### src/rtl/pixel_stream_reader.sv
// pixel_stream_reader: streams a stored frame from a 1-cycle-latency RAM as valid/data/last beats, PASSES passes per start
// Ports: clk_i_pix_rd/rst_i_pix_rd clock and sync active-high reset; start_i_pix_rd run request (IDLE only);
//   ready_i_pix_rd downstream ready; ram_en_o/ram_addr_o/ram_data_i RAM read port;
//   en_o/data_o/last_o/pass_o output beat; busy_o run in progress; done_o end-of-run pulse.
module pixel_stream_reader #(
  parameter int DATA_WIDTH = 8,
  parameter int RAM_DEPTH  = 76800,
  parameter int ADDR_WIDTH = $clog2(RAM_DEPTH),
  parameter int PASSES     = 2
) (
  input  logic                  clk_i_pix_rd,
  input  logic                  rst_i_pix_rd,
  input  logic                  start_i_pix_rd,
  input  logic                  ready_i_pix_rd,
  output logic                  ram_en_o_pix_rd,
  output logic [ADDR_WIDTH-1:0] ram_addr_o_pix_rd,
  input  logic [DATA_WIDTH-1:0] ram_data_i_pix_rd,
  output logic                  en_o_pix_rd,
  output logic [DATA_WIDTH-1:0] data_o_pix_rd,
  output logic                  last_o_pix_rd,
  output logic [1:0]            pass_o_pix_rd,
  output logic                  busy_o_pix_rd,
  output logic                  done_o_pix_rd
);
  localparam logic [1:0] IDLE = 2'd0, RUN = 2'd1, DRAIN = 2'd2, DONE = 2'd3;
  localparam logic [ADDR_WIDTH-1:0] LAST_ADDR = ADDR_WIDTH'(RAM_DEPTH - 1);
  localparam logic [1:0] LAST_PASS = 2'(PASSES - 1);
  localparam int EW = DATA_WIDTH + 3;
  logic [1:0] state_q, state_d;
  logic [ADDR_WIDTH-1:0] addr_q, addr_d;
  logic [1:0] rpass_q, rpass_d;
  logic fl_q, fl_last_q;
  logic [1:0] fl_pass_q;
  logic [1:0] cnt_q, cnt_d, wptr;
  logic [EW-1:0] ent_q [2];
  logic [EW-1:0] ent_d [2];
  logic [EW-1:0] ent_new;
  logic [2:0] credit;
  logic issue, pop, wrap;
  // buffer entries are {last, pass, data}; entry 0 is the head presented on the outputs
  assign pop = cnt_q != 2'd0 && ready_i_pix_rd;
  // outstanding = buffered + in flight, less the beat leaving this cycle
  assign credit = {1'b0, cnt_q} + {2'b0, fl_q} - {2'b0, pop};
  assign issue = state_q == RUN && credit < 3'd2;
  assign wrap = addr_q == LAST_ADDR;
  assign wptr = cnt_q - {1'b0, pop};
  assign cnt_d = cnt_q + {1'b0, fl_q} - {1'b0, pop};
  assign ent_new = {fl_last_q, fl_pass_q, ram_data_i_pix_rd};
  always_comb begin
    state_d = state_q;
    addr_d = addr_q;
    rpass_d = rpass_q;
    ent_d[0] = fl_q && wptr == 2'd0 ? ent_new : pop ? ent_q[1] : ent_q[0];
    ent_d[1] = fl_q && wptr == 2'd1 ? ent_new : ent_q[1];
    case (state_q)
      IDLE: begin
        addr_d = '0;
        rpass_d = '0;
        state_d = start_i_pix_rd ? RUN : IDLE;
      end
      RUN: if (issue) begin
        addr_d = wrap ? '0 : addr_q + 1'b1;
        rpass_d = wrap ? rpass_q + 2'd1 : rpass_q;
        state_d = wrap && rpass_q == LAST_PASS ? DRAIN : RUN;
      end
      // leave on the edge that accepts the final beat so done lines up with it
      DRAIN: state_d = cnt_d == 2'd0 ? DONE : DRAIN;
      default: state_d = IDLE;
    endcase
  end
  always_ff @(posedge clk_i_pix_rd) begin
    if (rst_i_pix_rd) begin
      state_q <= IDLE;
      addr_q <= '0;
      rpass_q <= '0;
      fl_q <= 1'b0;
      fl_last_q <= 1'b0;
      fl_pass_q <= '0;
      cnt_q <= '0;
      ent_q[0] <= '0;
      ent_q[1] <= '0;
    end else begin
      state_q <= state_d;
      addr_q <= addr_d;
      rpass_q <= rpass_d;
      fl_q <= issue;
      fl_last_q <= wrap;
      fl_pass_q <= rpass_q;
      cnt_q <= cnt_d;
      ent_q[0] <= ent_d[0];
      ent_q[1] <= ent_d[1];
    end
  end
  assign ram_en_o_pix_rd = issue;
  assign ram_addr_o_pix_rd = addr_q;
  assign en_o_pix_rd = cnt_q != 2'd0;
  assign {last_o_pix_rd, pass_o_pix_rd, data_o_pix_rd} = ent_q[0];
  assign busy_o_pix_rd = state_q == RUN || state_q == DRAIN;
  assign done_o_pix_rd = state_q == DONE;
endmodule

### config.mk
export PLATFORM = sky130hd
export DESIGN_NAME = pixel_stream_reader
export DESIGN_NICKNAME = d
export VERILOG_FILES = /design/src/rtl/pixel_stream_reader.sv
export SDC_FILE = /design/constraint.sdc
export NUM_CORES = 1
export LEC_CHECK = 0
export ABC_AREA = 1
export CAP_MARGIN = 20
export CORE_UTILIZATION = 39
export DETAILED_ROUTE_END_ITERATION = 16
export PLACE_DENSITY_LB_ADDON = 0.05
export SKIP_LAST_GASP = 1
export SYNTH_ARGS = -nofsm -noshare
export SYNTH_HDL_FRONTEND = slang
export SYNTH_SLANG_ARGS = --single-unit
### constraint.sdc
create_clock -name clk_i_pix_rd -period 6.3 [get_ports clk_i_pix_rd]
set_clock_uncertainty 0.05 [all_clocks]
set_input_delay 0.945 -clock clk_i_pix_rd [delete_from_list [all_inputs] [get_ports clk_i_pix_rd]]
set_output_delay 0.945 -clock clk_i_pix_rd [all_outputs]
set_load 0.05 [all_outputs]
==> summary.md <==
| Metric | Value |
|---|---|
| Outcome | `finished clean` |
| Peak supply drop | `0.0003306 V` |
| Iter 0 DRT Violations | `90` |
| Unrepaired setup endpoints after global routing | `false` |
| Final period util | `0.7596` |
| Vias per cell | `4.826` |
| DP HPWL | `3789 um` |
| Final Max Slew Viols | `0` |
| Hold_buf cts | `0` |
| CTS Buf Count | `5` |
| Drt pass-1 iters | `4` |
| CP cell instances | `clkdlybuf4s50_1 > nand2_1 > inv_2 > ha_1 > inv_2 > ha_1 > fa_1 > inv_1 > nand4_2 > inv_1 > clkdlybuf4s50_1` |
| Sequential share of the synthesized area | `0.3897` |
| IO Count | `44` |
| Post-CTS Setup Inserts | `0` |
| Synth top area share | `0.3897` |
| Yosys warning total | `0` |
| Worst-Skew Late Latency | `300 ps` |
| Port Buffers | `43` |
| WP data required | `5300 ps` |
| Pwr Total | `1.108 mW` |
| CP max FO | `4` |
| Clk sinks | `49` |
| Post-CTS Resized | `0` |
| Clock root cell | `clkbuf_8` |
| Die X | `82.34 um` |
| Final cell count without fillers | `442` |
| Max-slew headroom | `0.3928` |
| Synth unique cells | `35` |
| Slowest CP cell | `clkdlybuf4s50_1` |
| Clock Path Buffers | `2` |
| Crit path DAT | `3790 ps` |
| Chip Height | `82.34 um` |
| Per-cell routed wire length | `12.05 um` |
| Util after Layout | `0.4975` |
| Starting Density | `0.4154` |
| Peak per-stage delay on the critical path | `810 ps` |
| Shortest period the worst path allows | `4785 ps` |
| Slew @ Worst Pin | `905.9 ps` |
| Cell accounting for the most synthesized area | `dfxtp_1` |
| Final hold viol count | `0` |
| H-tree levels | `2` |
| Gate Count Post-Synth | `335` |
| Total Wirelength | `5328 um` |
| Post-DRT Antenna Nets | `0` |
| # rows | `28` |
| Setup_tns | `0 ps` |
| GR Util All Layers | `0.1736` |
| Final nets | `390` |
| Top cells by area, synth | `dfxtp_1 39%, nand2_1 8.8%, nor2_1 6.3%` |
| Setup-failing EPs final | `0` |
| Die Area | `0.006780 sq mm` |
| Post-Syn Area | `0.002517 sq mm` |
| Critical path startpoint category | `input port` |
| Core area | `0.006061 sq mm` |
| Worst setup path class | `in2out` |
| Initial antenna violation count | `0` |
| HP Class | `reg2reg` |
| Grt ovf | `0` |
| Syn_area_per_cell | `7.515 sq um` |
| Buffers & Inverters on Critical Path | `6` |
| Power Dens Cells | `367.3 mW/mm^2` |
| Vias in the first global route | `1,933` |
| Max-cap viol count | `0` |
| FF+latch count, synth | `49` |
| Max frequency | `209.0 MHz` |
| CP top delay family | `buffers and inverters` |
| CTS tree | `built` |
| Area delta synth->final | `19.78%` |
| First-pass GRT wire length | `8928 um` |
| Diodes inserted | `0` |
| Crit. End Element | `output port` |
| Placed Cells | `435` |
| DRC | `0` |
| P_leak | `1.153 nW` |
| WHS | `403.2 ps` |
| Routability cong. | `0.7831` |
| Via count | `2,133` |
| Worst-path clk slew | `90 ps` |
| Layout cell share with drive strength beyond 1 | `0.1008` |
| Fill count | `601` |
| Largest net degree at the start of global routing | `24` |
| Net Count, Synth | `358` |
-- worst reg2reg max path, cell delays in order, from the launching register on --
cell and delay, ps:
dfxtp_1 320, inv_2 90, nand2_1 80, nand2_1 110, inv_2 80, ha_1 320, inv_2 60, ha_1 190
fa_1 460, inv_1 130, nand4_2 150, nand2_2 310, inv_2 160, nor2_1 180, nand2_1 70, nor3b_2 150
-- state kept, by name, indices dropped and copies added (netlist names) --
register	count
fl_pass_q	2
cnt_q	2
rpass_q	2
ent_q	22
state_q	2
fl_last_q	1
ram_addr_o_pix_rd	17
fl_q	1
-- cell usage after synthesis, drive strengths merged --
cell,instances
o21bai,2
ha,10
a32oi,1
fa,1
nand2,65
clkbuf,4
xnor2,1
dfxtp,49
nor3b,1
nand4,10
nand3,17
buf,14
a21oi,24
inv,42
nor2,51
o211ai,7
a31oi,1
nor3,6
nand3b,1
o21ai,23
xor2,3
or2,2
-- per-layer routing --
metal | wire [um] | vias up | track usage
li1 | - | 1134 | -
met1 | 2791 | 947 | 0.2399
met2 | 2246 | 46 | 0.2711
met3 | 224 | 6 | 0.02967
met4 | 65 | 0 | 0.05965
met5 | 0 | - | 0
-- power by group --
group          leakage (nW)  switching (mW)  internal, mW
Combinational         0.703           0.365         0.151
Sequential            0.396          0.0239         0.347
Clock                0.0540           0.105         0.116
Total                  1.15           0.494         0.614
-- path summary, 6_finish.rpt --
check                  from                    to  slack (ps)  cells past startpoint
max          ready_i_pix_rd       ram_en_o_pix_rd        1510                     11
min            fl_pass_q[1]          ent_q[0][20]         400                      2
max reg2reg        cnt_q[1]  ram_addr_o_pix_rd[6]        3280                     15
min reg2reg    fl_pass_q[1]          ent_q[0][20]         400                      2
-- kinds of logic (layout without fill, tap and decap cells) --
kind of cell / Yosys count / in the layout / synth area share
buf+inv: 60 / 92 / 0.1143
xor+xnor: 4 / 4 / 0.01392
simple gates: 153 / 153 / 0.2967
fa+ha+maj: 11 / 11 / 0.05765
compound gates: 58 / 58 / 0.1277
flops: 49 / 49 / 0.3897
-- cell type report --
type	instances	area (sq um)	share of cell area
clock inverter	2	35.03	0.01162
tap	75	93.84	0.03112
sequential	49	980.9	0.3253
inverter	42	157.7	0.05228
multi-input combinational	226	1249	0.4141
timing repair buffer	43	430.4	0.1427
clock buffer	5	68.82	0.02282
-- cells in the final DEF (no fill, tap or decap), drive strengths merged --
cell and n:
o21ai 23, xor2 3, nand3b 1, o21bai 2, nand2 65, a21oi 24, nand3 17, nor2 51
or2 2, a31oi 1, ha 10, clkinv 1, clkbuf 5, fa 1, o211ai 7, a32oi 1
inv 42, clkdlybuf4s50 43, nor3b 1, nand4 10, nor3 6, bufinv 1, dfxtp 49, xnor2 1
-- through the flow --
stage                     setup WS, ps  area (sq um)
after floorplan                   2586          2517
after global placement            1562          2912
after detailed placement          1515          2912
after CTS                         1503          3015
after global routing              1364          3015
final                             1515          3015
Power figures use the tool's default switching activity.
